File: config.mk
export PLATFORM = sky130hd
export DESIGN_NAME = con_poller
export DESIGN_NICKNAME = d
export VERILOG_FILES = /design/src/rtl/con_poller.sv
export SDC_FILE = /design/constraint.sdc
export NUM_CORES = 1
export LEC_CHECK = 0
export ABC_AREA = 0
export BUFFER_PORTS_ARGS = -buffer_cell sky130_fd_sc_hd__buf_2
export CAP_MARGIN = 20
export CORE_ASPECT_RATIO = 0.75
export CORE_MARGIN = 8
export CORE_UTILIZATION = 53
export DETAILED_ROUTE_END_ITERATION = 8
export GPL_TIMING_DRIVEN = 0
export PLACE_DENSITY = 0.79
export SYNTH_ARGS = -nofsm -noshare
export SYNTH_HDL_FRONTEND = slang
export SYNTH_SLANG_ARGS = --single-unit
File: constraint.sdc
create_clock -name clk -period 3 [get_ports clk]
set_input_delay 0.15 -clock clk [delete_from_list [all_inputs] [get_ports clk]]
set_output_delay 0.15 -clock clk [all_outputs]
set_load 0.1 [all_outputs]
File: src/rtl/con_poller.sv
// Serial game-controller poller: latches all pads, shifts BITS_PER_CON bits from each, and publishes the frame atomically.
// Optional change interrupt is built only when CON_CHANGE_IRQ_EN is defined.
module con_poller #(
  parameter int NUM_CON      = 2,
  parameter int BITS_PER_CON = 16,
  parameter int HALF_CYC     = 300,
  parameter int POLL_CYCLES  = 833333
) (
  input  logic                            clk,
  input  logic                            rst,
  input  logic                            poll_en,
  output logic                            con_latch,
  output logic                            con_clk,
  input  logic [NUM_CON-1:0]              con_data,
  output logic [NUM_CON*BITS_PER_CON-1:0] con_state,
  output logic                            state_valid,
  output logic                            change_irq,
  input  logic                            irq_ack
);

  localparam int TW = $clog2(POLL_CYCLES);
  localparam int CW = $clog2(2 * HALF_CYC);
  localparam int BW = $clog2(BITS_PER_CON);
  localparam logic [TW-1:0] TIMER_LAST = TW'(POLL_CYCLES - 1);
  localparam logic [CW-1:0] LATCH_LAST = CW'(2 * HALF_CYC - 1);
  localparam logic [CW-1:0] HALF_LAST  = CW'(HALF_CYC - 1);
  localparam logic [BW-1:0] BIT_LAST   = BW'(BITS_PER_CON - 1);

  typedef enum logic [2:0] {IDLE, LATCH, SHIFT_LO, SHIFT_HI, DONE} state_t;

  state_t                            r_state;
  state_t                            w_next;
  logic [TW-1:0]                     r_timer;
  logic [CW-1:0]                     r_cnt;
  logic [BW-1:0]                     r_bit;
  logic [NUM_CON-1:0]                r_sync1;
  logic [NUM_CON-1:0]                r_sync2;
  logic [BITS_PER_CON-1:0]           r_shift [NUM_CON];
  logic [NUM_CON*BITS_PER_CON-1:0]   w_shift_flat;
  logic [NUM_CON*BITS_PER_CON-1:0]   r_con_state;
  logic                              w_tick;
  logic                              w_capture;
  logic                              w_load;

  assign w_tick = (r_timer == TIMER_LAST);

  always_ff @(posedge clk or posedge rst) begin
    if (rst) begin
      r_timer <= '0;
      r_sync1 <= '0;
      r_sync2 <= '0;
    end else begin
      r_timer <= w_tick ? '0 : r_timer + 1'b1;
      r_sync1 <= con_data;
      r_sync2 <= r_sync1;
    end
  end

  // Ticks arriving outside IDLE simply fall through; nothing is queued.
  always_comb begin
    w_next    = r_state;
    w_capture = 1'b0;
    case (r_state)
      IDLE:     if (w_tick && poll_en) w_next = LATCH;
      LATCH:    if (r_cnt == LATCH_LAST) w_next = SHIFT_LO;
      SHIFT_LO: if (r_cnt == HALF_LAST) begin
                  w_capture = 1'b1;
                  w_next    = SHIFT_HI;
                end
      SHIFT_HI: if (r_cnt == HALF_LAST) w_next = (r_bit == BIT_LAST) ? DONE : SHIFT_LO;
      DONE:     w_next = IDLE;
      default:  w_next = IDLE;
    endcase
  end

  // Publishing on the edge into DONE makes con_state new exactly while state_valid is high.
  assign w_load      = (r_state == SHIFT_HI) && (w_next == DONE);
  assign con_latch   = (r_state == LATCH);
  assign con_clk     = (r_state != SHIFT_LO);
  assign state_valid = (r_state == DONE);
  assign con_state   = r_con_state;

  always_comb begin
    w_shift_flat = '0;
    for (int k = 0; k < NUM_CON; k++) w_shift_flat[k*BITS_PER_CON +: BITS_PER_CON] = r_shift[k];
  end

  always_ff @(posedge clk or posedge rst) begin
    if (rst) begin
      r_state     <= IDLE;
      r_cnt       <= '0;
      r_bit       <= '0;
      r_con_state <= '0;
      for (int k = 0; k < NUM_CON; k++) r_shift[k] <= '0;
    end else begin
      r_state <= w_next;
      r_cnt   <= ((w_next != r_state) || (r_state == IDLE)) ? '0 : r_cnt + 1'b1;
      if (r_state == LATCH) r_bit <= '0;
      else if ((r_state == SHIFT_HI) && (w_next == SHIFT_LO)) r_bit <= r_bit + 1'b1;
      // Pad data is active-low; store 1 = pressed.
      if (w_capture) begin
        for (int k = 0; k < NUM_CON; k++) r_shift[k][r_bit] <= ~r_sync2[k];
      end
      if (w_load) r_con_state <= w_shift_flat;
    end
  end

`ifdef CON_CHANGE_IRQ_EN
  logic r_irq;
  logic w_changed;

  assign w_changed = w_load && (w_shift_flat != r_con_state);

  always_ff @(posedge clk or posedge rst) begin
    if (rst)            r_irq <= 1'b0;
    else if (w_changed) r_irq <= 1'b1;
    else if (irq_ack)   r_irq <= 1'b0;
  end

  assign change_irq = r_irq;
`else
  logic w_unused_ack;

  assign w_unused_ack = irq_ack;
  assign change_irq   = 1'b0;
`endif

endmodule

==> metrics, run 1 <==
status complete, no violations; Slew Limit Fails 0; share of layout cells above drive strength 1 0.225; Setup Buffers After CTS 0; R2R depth 5; async set-or-reset flop fraction in the synthesized netlist 1.00; CTS tree built; clk root buf clkbuf_16; Worst Clk Skew 0.00736 ns; Area Growth Syn to Fin 16.1%; number of global-route vias before repair 3,039; yosys warns 0; Mapped Cells 390; Avg Cell Area, Syn 11.7 sq um; Sum Neg Setup Slack 0 ns; post-cts sizing count 0; CP arrival 2.56 ns; largest net degree at the start of global routing 76; Die Span Y 96.5 um; clock sinks 105; Setup violations, final 0; CTS hold repair buffers 3; synthesized cell area 0.00457 sq mm; Critical Path Fanout Max 7; total gr overflow 0; Cell variety after synth 40; smallest hold slack 0.262 ns; EDFF count, synth 0; initial antenna violation count 0; drt first-iter violations 180; Synth Register Bits 105; register area share after synthesis 0.574; Antenna Cells 0; Worst-Margin Slew 0.657 ns; die area 0.0119 sq mm; max cap viols 0; Mapped Nets 403; # H-tree levels 3; pwr dens 528 mW/mm^2; Pleak 2.65 nW; fin cells 556; commonest non-fill, non-tap cell in the layout dfrtp_1; Power, Total 2.81 mW; pre-CTS setup slack 0.674 ns; I/O Buffers 39; # fillers 658; Vias/cell 5.38; fin worst setup slack 0.650 ns; RSZ-0062 raised after global routing false; Final ANT Viol Nets 0; crit path kind register to register; first-pass GRT wire length 14.9 mm; DR vias 2,989; Setup crit end kind register; CTS max path bufs 2; Die X 123 um; final hold vios 0; Worst EP required 3.21 ns; clk slew on worst S/H paths 0.07 ns; post-route minimum period 2.35 ns; hold depth 4; drt wl/cell 15.9 um; gpl congestion 0.829; Std-Cell Rows 29; Startpoint Class register; Initial Util 0.543; most frequent cells in the layout 105 x dfrtp_1, 48 x nand2_1, 40 x buf_2; main flop type after synthesis dfrtp_1; Worst-Skew Late Latency 0.35 ns; Inst Count DP 538; worst vdd ir 524 uV; Post-Route WL 8.86 mm; hold crit path type primary input to register; NumNets Final 457; Num CTS Buffers 9; period utilization 0.783; post-DP HPWL 6.18 mm; slew margin rel. 0.558; DRC 0; Total GRT Usage 0.160; core area 0.00842 sq mm; Pre-antenna DRT Iters 4; FMAX 425 MHz; Ports 42
==> per-layer routing <==
layer  vias up  part of all wire  global-route usage
met4         0             0.021              0.0699
li1       1446                 -                   -
met5         -                 0                   0
met2        61              0.45               0.243
met1      1467              0.48               0.216
met3        15             0.046              0.0401
==> cell usage after synthesis, types with 2 or more instances <==
cell,number,area share
clkbuf_1,6,0.0049
a21oi_1,4,0.0044
nand3_1,28,0.031
nand4_1,8,0.011
inv_1,8,0.0066
xor2_1,11,0.021
nor2_1,28,0.023
nand4b_1,3,0.0057
o21ai_1,2,0.0022
nand3b_1,3,0.0049
nor3b_1,2,0.0033
nand2b_1,6,0.0082
mux2_2,3,0.0074
dfrtp_1,105,0.57
nor3_1,7,0.0077
nor2b_1,5,0.0068
and3_1,7,0.0096
ha_1,7,0.019
mux2i_1,3,0.0066
mux2_4,29,0.095
nand2_1,48,0.039
o21ai_0,30,0.033
buf_6,4,0.0098
xnor2_1,15,0.029
nor4_1,3,0.0041
==> kinds of logic after synthesis <==
kind of cell / synth area share
AND/OR/NAND/NOR: 0.178
flip-flops: 0.574
AO/OA/AOI/OAI: 0.0451
multiplexers: 0.109
XOR/XNOR: 0.0498
buffers and inverters: 0.0241
adder cells (fa/ha/maj): 0.0191
other: 0.000820
==> worst max-delay path: stages (launching register included) <==
cell	delay, ns
dfrtp_1	0.44
or4b_4	0.60
nor4_4	0.53
nor2_1	0.07
a21oi_1	0.43
nor3_1	0.13
==> layout make-up <==
cell class | count | area, sq um | share of cell area
sequential | 105 | 2630 | 0.495
multi-input combinational | 265 | 1840 | 0.347
timing repair buffer | 43 | 253 | 0.0476
clock buffer | 9 | 225 | 0.0424
tap | 108 | 135 | 0.0254
clock inverter | 6 | 116 | 0.0219
buffer | 12 | 80.1 | 0.0151
inverter | 8 | 32.5 | 0.00612
==> sequential cells by signal, summed over array words and instances, names as in the netlist <==
signal	flops
con_state	32
r_bit	4
r_cnt	10
r_shift	32
r_state	3
r_sync1	2
r_sync2	2
r_timer	20
==> stage by stage <==
stage / area [sq um] / util
2_1_floorplan: 4580 / -
3_5_place_dp: 4940 / 0.587
6_report: 5310 / 0.631
4_1_cts: 5310 / 0.631
3_3_place_gp: 4910 / 0.583
5_1_grt: 5310 / 0.631
==> final timing paths <==
check                                      from                   end  slack [ns]
max                          r_cnt[2]$_DFF_PP0_    r_cnt[5]$_DFF_PP0_        0.65
min                                     poll_en  r_state[0]$_DFF_PP0_        0.26
max reg2reg                  r_cnt[2]$_DFF_PP0_    r_cnt[5]$_DFF_PP0_        0.65
min reg2reg                r_sync1[0]$_DFF_PP0_  r_sync2[0]$_DFF_PP0_        0.35
max in group asynchronous                   rst    r_cnt[0]$_DFF_PP0_        1.98
min in group asynchronous                   rst  r_timer[5]$_DFF_PP0_        0.34
==> where the power goes <==
part / switching (mW) / leakage (nW) / internal, mW
Combinational: 0.0377 / 1.06 / 0.00979
Sequential: 0.00344 / 1.42 / 1.42
Clock: 0.522 / 0.160 / 0.816
Total: 0.563 / 2.65 / 2.24
No activity file was read; power rests on OpenSTA's default activity.
==> inputs of run 2 (changes only) <==
- ABC_AREA: 0 -> 1
- CORE_UTILIZATION: 53 -> 59
- PLACE_DENSITY: 0.79 -> 0.83
- clock period: 3 -> 2.2 ns (I/O delays scaled with it)
==> metrics, run 2 <==
status complete, no violations; DRC 0; CTS max path bufs 2; switching power total 0.725 mW; CTS tree built; clk root buf clkbuf_8; synthesized cell area 0.00471 sq mm; simple-gate portion of the synthesized area 0.287; kind of cell adding the most delay to the critical path simple AND/OR/NAND/NOR gates; hold crit path type primary input to async pin; Synth Register Bits 105; clock group share of total power 0.398; pwr dens 622 mW/mm^2; # H-tree levels 3; Avg Cell Area, Syn 8.74 sq um; fin cells 703; Worst Clk Skew 0.0147 ns; EDFF count, synth 0; WP buf/inv 2; main combinational cell family by area after synthesis simple AND/OR/NAND/NOR gates; sw frac 0.218; Final ANT Viol Nets 0; Die Span Y 93.4 um; Critical Path Fanout Max 5; max cap viols 0; Slowest-stage cell, CP dfrtp_1; Post-Synth Adder-Cell Area 0.0186; commonest non-fill, non-tap cell in the layout nand2_1; multi-input logic area 0.00184 sq mm; register share of total power 0.582; gpl congestion 0.899; drt first-iter violations 234; Post-Route WL 9.31 mm; synth top area cells dfrtp_1 56%, nand2_1 14%, inv_1 3.6%; Sum Neg Setup Slack 0 ns; drt wl/cell 13.2 um; die area 0.0111 sq mm; clk slew on worst S/H paths 0.10 ns; Mapped Cells 539; Synth Area in XOR/XNOR 0.0223; Std-Cell Rows 28; CP arrival 2.26 ns; Yosys top cell area share 0.558; Pre-antenna DRT Iters 4; core area 0.00781 sq mm; largest net degree at the start of global routing 46; number of global-route vias before repair 3,624; DR vias 3,650; main flop type after synthesis dfrtp_1; Antenna Cells 0; Slew Limit Fails 0; Power, Total 3.33 mW; total gr overflow 0; crit path cell chain ha_1 > nand2_1 > nor2_1 > nand4_1 > inv_1 > nand2_1 > nor3_1 > nand3_1 > nand3_1 > inv_1; mux share of post-synthesis cell area 0; Startpoint Class register; yosys warns 0; # fillers 645; crit path kind register to register; Mapped Nets 552; Area Growth Syn to Fin 13.5%; FMAX 504 MHz; post-DP HPWL 6.78 mm; Setup crit end kind register; Die X 119 um; share of layout cells above drive strength 1 0.176; Sequential Area 0.00263 sq mm; Setup violations, final 0; final hold vios 0; Worst-Skew Late Latency 0.37 ns; initial antenna violation count 0; register area share after synthesis 0.558; period utilization 0.902; Cell variety after synth 34; Inst Count DP 685; RSZ-0062 raised after global routing false; combinational share of power 0.020; biggest area consumer among synthesized cells dfrtp_1; largest stage delay on the critical path 0.40 ns; most frequent cells after synthesis 180 x nand2_1, 105 x dfrtp_1, 45 x inv_1, 38 x nor2_1, 25 x nand3_1; Num CTS Buffers 9; Pleak 2.76 nW; post-route minimum period 1.98 ns; clock sinks 105; Internal 2.60 mW; smallest hold slack 0.307 ns; I/O Buffers 39; Total GRT Usage 0.180; post-synthesis compound-gate area fraction 0.0613; worst vdd ir 373 uV; Vias/cell 5.19; async set-or-reset flop fraction in the synthesized netlist 1.00; Initial Util 0.603; first-pass GRT wire length 16.6 mm; most frequent cell after synthesis nand2_1; NumNets Final 607; Setup Buffers After CTS 0; most frequent cells in the layout 180 x nand2_1, 105 x dfrtp_1, 44 x inv_1; Worst EP required 2.47 ns; Ports 42
==> run 2: cell count changes after synthesis, sizes merged, moves of 5 or more <==
cell,delta
nor2,+24
a21oi,+6
mux2,-32
and3,-6
o21ai,+10
xnor2,-13
inv,+44
nand2,+134
nand2b,-6
nor2b,-5
nand3,+8
==> run 2: kinds of logic (layout without fill, tap and decap cells) <==
| kind of cell | count (synthesis) | after routing |
|---|---|---|
| flops | 105 | 105 |
| other cells | 1 | 1 |
| compound gates | 56 | 56 |
| buf+inv | 62 | 121 |
| simple gates | 296 | 296 |
| xor+xnor | 12 | 12 |
| fa+ha+maj | 7 | 7 |
==> run 2: power groups by stage <==
stage | clock [mW] | combinational, mW | sequential, mW
floorplan | 0 | 0.0421 | 1.97
detailed placement | 0 | 0.0667 | 1.97
global placement | 0 | 0.0571 | 1.97
global route | 1.41 | 0.0780 | 1.94
finish | 1.32 | 0.0677 | 1.94
CTS | 1.35 | 0.0707 | 1.94
==> run 2: per-layer routing <==
layer / up-vias / track usage / part of all wire
met5: - / 0 / 0
met4: 0 / 0.0525 / 0.013
met3: 12 / 0.0506 / 0.063
met2: 94 / 0.300 / 0.46
met1: 1724 / 0.227 / 0.47
li1: 1820 / - / -
==> run 2: timing repair <==
action | CTS | global route
resized for setup | 0 | 7
hold endpoints to repair | 23 | 0
setup endpoints to repair | 0 | 40
hold buffers | 3 | 0
==> run 2: final cells by class <==
cell class,count,area share
clock buffer,9,0.0232
sequential,105,0.491
buffer,10,0.0105
inverter,52,0.0372
timing repair buffer,44,0.0496
tap,105,0.0246
multi-input combinational,372,0.345
clock inverter,6,0.0185
==> run 2: worst paths after layout <==
| path | endpoint | startpoint | slack (ns) | cells past startpoint |
|---|---|---|---|---|
| worst max-delay path | r_timer[14]$_DFF_PP0_ | r_timer[0]$_DFF_PP0_ | 0.22 | 10 |
| worst min-delay path | r_state[0]$_DFF_PP0_ | rst | 0.31 | 3 |
| worst max register to register | r_timer[14]$_DFF_PP0_ | r_timer[0]$_DFF_PP0_ | 0.22 | 10 |
| worst min register to register | r_sync2[1]$_DFF_PP0_ | r_sync1[1]$_DFF_PP0_ | 0.35 | 0 |
| max in group asynchronous | con_state[30]$_DFFE_PP0P_ | rst | 1.06 | 5 |
| min in group clk | r_state[0]$_DFF_PP0_ | poll_en | 0.33 | 7 |
==> run 2: worst register-to-register path, delay by kind of cell, from the launching register on <==
| family | cells | cell delay [ns] |
|---|---|---|
| flops | 1 | 0.40 |
| simple gates | 7 | 1.06 |
| fa+ha+maj | 1 | 0.20 |
| buf+inv | 2 | 0.22 |
==> run 2: through the flow <==
stage | worst slack, ns | area, sq um | util
after floorplan | 0.396 | 4720 | -
after global placement | 0.181 | 5050 | 0.646
after detailed placement | 0.148 | 5090 | 0.651
after CTS | 0.134 | 5340 | 0.684
after global routing | 0.0471 | 5350 | 0.684
final | 0.215 | 5350 | 0.684
==> inputs of run 3 (changes only) <==
- CORE_UTILIZATION: 59 -> 55
- PLACE_DENSITY: 0.83 -> 0.79
==> metrics, run 3 (synthesis results as in run 2) <==
status complete, no violations; Worst-Skew Late Latency 0.35 ns; Std-Cell Rows 29; Setup crit end kind register; share of layout cells above drive strength 1 0.174; Slew Limit Fails 0; Finished Core Util 0.651; most used cell, CP nand2_1; fin worst setup slack 0.210 ns; DRC 0; post-route minimum period 1.99 ns; die area 0.0118 sq mm; Final ANT Viol Nets 0; DR vias 3,652; Startpoint Class register; Die X 123 um; final hold vios 0; Num CTS Buffers 9; worst vdd ir 503 uV; Min-Delay Endpoint r_state[0]$_DFF_PP0_; post-DP HPWL 6.84 mm; Post-Route WL 9.69 mm; largest net degree at the start of global routing 45; Setup Buffers After CTS 0; Antenna Cells 0; drt first-iter violations 250; Worst EP required 2.44 ns; Total GRT Usage 0.177; number of global-route vias before repair 3,617; RR Startpoint r_bit[0]$_DFFE_PP0P_; I/O Buffers 39; Slowest-stage cell, CP dfrtp_1; CTS tree built; Initial Util 0.562; hold_sp poll_en; gpl congestion 0.887; clock sinks 105; Vias/cell 5.17; clk root buf clkbuf_16; CTS max path bufs 2; pre-CTS setup slack 0.118 ns; CP arrival 2.22 ns; FMAX 503 MHz; hold depth 7; Critical Path Fanout Max 10; period utilization 0.904; max cap viols 0; drt wl/cell 13.7 um; # H-tree levels 3; Sum Neg Setup Slack 0 ns; most frequent cells in the layout 180 x nand2_1, 105 x dfrtp_1, 44 x inv_1; worst reg2reg setup slack 0.21 ns; RSZ-0062 raised after global routing false; clk slew on worst S/H paths 0.07 ns; largest stage delay on the critical path 0.44 ns; Die Span Y 96.2 um; first-pass GRT wire length 16.8 mm; hold crit path type primary input to register; # fillers 703; Ports 42; crit path kind register to register; crit path cell chain ha_2 > inv_1 > nor2_1 > nand4_1 > nor2_4 > inv_2 > clkbuf_1 > nand2_1 > nand2_1; Worst Clk Skew 0.00897 ns; core area 0.00838 sq mm; FF-to-FF End con_state[23]$_DFFE_PP0P_; NumNets Final 607; R2R depth 9; Pre-antenna DRT Iters 4; Setup violations, final 0; Area Growth Syn to Fin 15.7%; initial antenna violation count 0; commonest non-fill, non-tap cell in the layout nand2_1; total gr overflow 0; pwr dens 687 mW/mm^2; Pleak 2.81 nW
[run 3: cell type report]
| class | count | area [sq um] | share of cell area |
|---|---|---|---|
| inverters | 52 | 199 | 0.0365 |
| flip-flops and latches | 105 | 2630 | 0.482 |
| plain buffers | 10 | 55.1 | 0.0101 |
| clock inverters | 5 | 85.1 | 0.0156 |
| repair buffers | 44 | 265 | 0.0486 |
| multi-input cells | 372 | 1840 | 0.338 |
| clock buffers | 11 | 243 | 0.0445 |
| well taps | 108 | 135 | 0.0248 |
[run 3: worst max-delay path by stage]
| stage | startpoint | end | slack (ns) |
|---|---|---|---|
| 6_report | r_bit[0]$_DFFE_PP0P_ | con_state[23]$_DFFE_PP0P_ | 0.21 |
| 5_1_grt | r_timer[0]$_DFF_PP0_ | r_timer[14]$_DFF_PP0_ | 0.02 |
| 3_5_place_dp | r_bit[0]$_DFFE_PP0P_ | con_state[2]$_DFFE_PP0P_ | 0.12 |
| 2_1_floorplan | r_state[0]$_DFF_PP0_ | state_valid | 0.40 |
| 3_3_place_gp | r_bit[0]$_DFFE_PP0P_ | con_state[0]$_DFFE_PP0P_ | 0.18 |
| 4_1_cts | r_bit[0]$_DFFE_PP0P_ | con_state[2]$_DFFE_PP0P_ | 0.09 |
[run 3: routing by layer]
| metal | track usage | vias to the layer above | share of wire |
|---|---|---|---|
| met4 | 0.0506 | 0 | 0.0090 |
| met5 | 0 | - | 0 |
| met3 | 0.0469 | 10 | 0.066 |
| met1 | 0.231 | 1709 | 0.46 |
| li1 | - | 1824 | - |
| met2 | 0.288 | 109 | 0.46 |
[run 3: stage by stage]
stage | instance area, sq um | hold WS [ns] | power [mW] | std cells
after global placement | 5050 | 0.220 | 2.03 | 686
after global routing | 5450 | 0.359 | 3.85 | 707
after floorplan | 4720 | 0.141 | 2.02 | 539
final | 5450 | 0.345 | 3.74 | 707
after detailed placement | 5090 | 0.150 | 2.04 | 688
after CTS | 5450 | 0.344 | 3.78 | 707
[run 3: worst max-delay path: cells and delay by family (launching register included)]
family / cells / cell delay [ns]
buf+inv: 3 / 0.38
fa+ha+maj: 1 / 0.28
simple gates: 5 / 0.79
flops: 1 / 0.44
[run 3: power breakdown]
part | internal, mW | switching [mW] | total (mW)
registers | 1.93 | 0.00451 | 1.94
clock network | 1.04 | 0.702 | 1.74
logic | 0.0158 | 0.0528 | 0.0685
total | 2.99 | 0.759 | 3.74
[run 3: what timing repair did]
action,CTS,global route
hold buffers,3,0
endpoints found under the setup margin,0,25
gates resized for setup,0,5
endpoints found under the hold margin,21,0
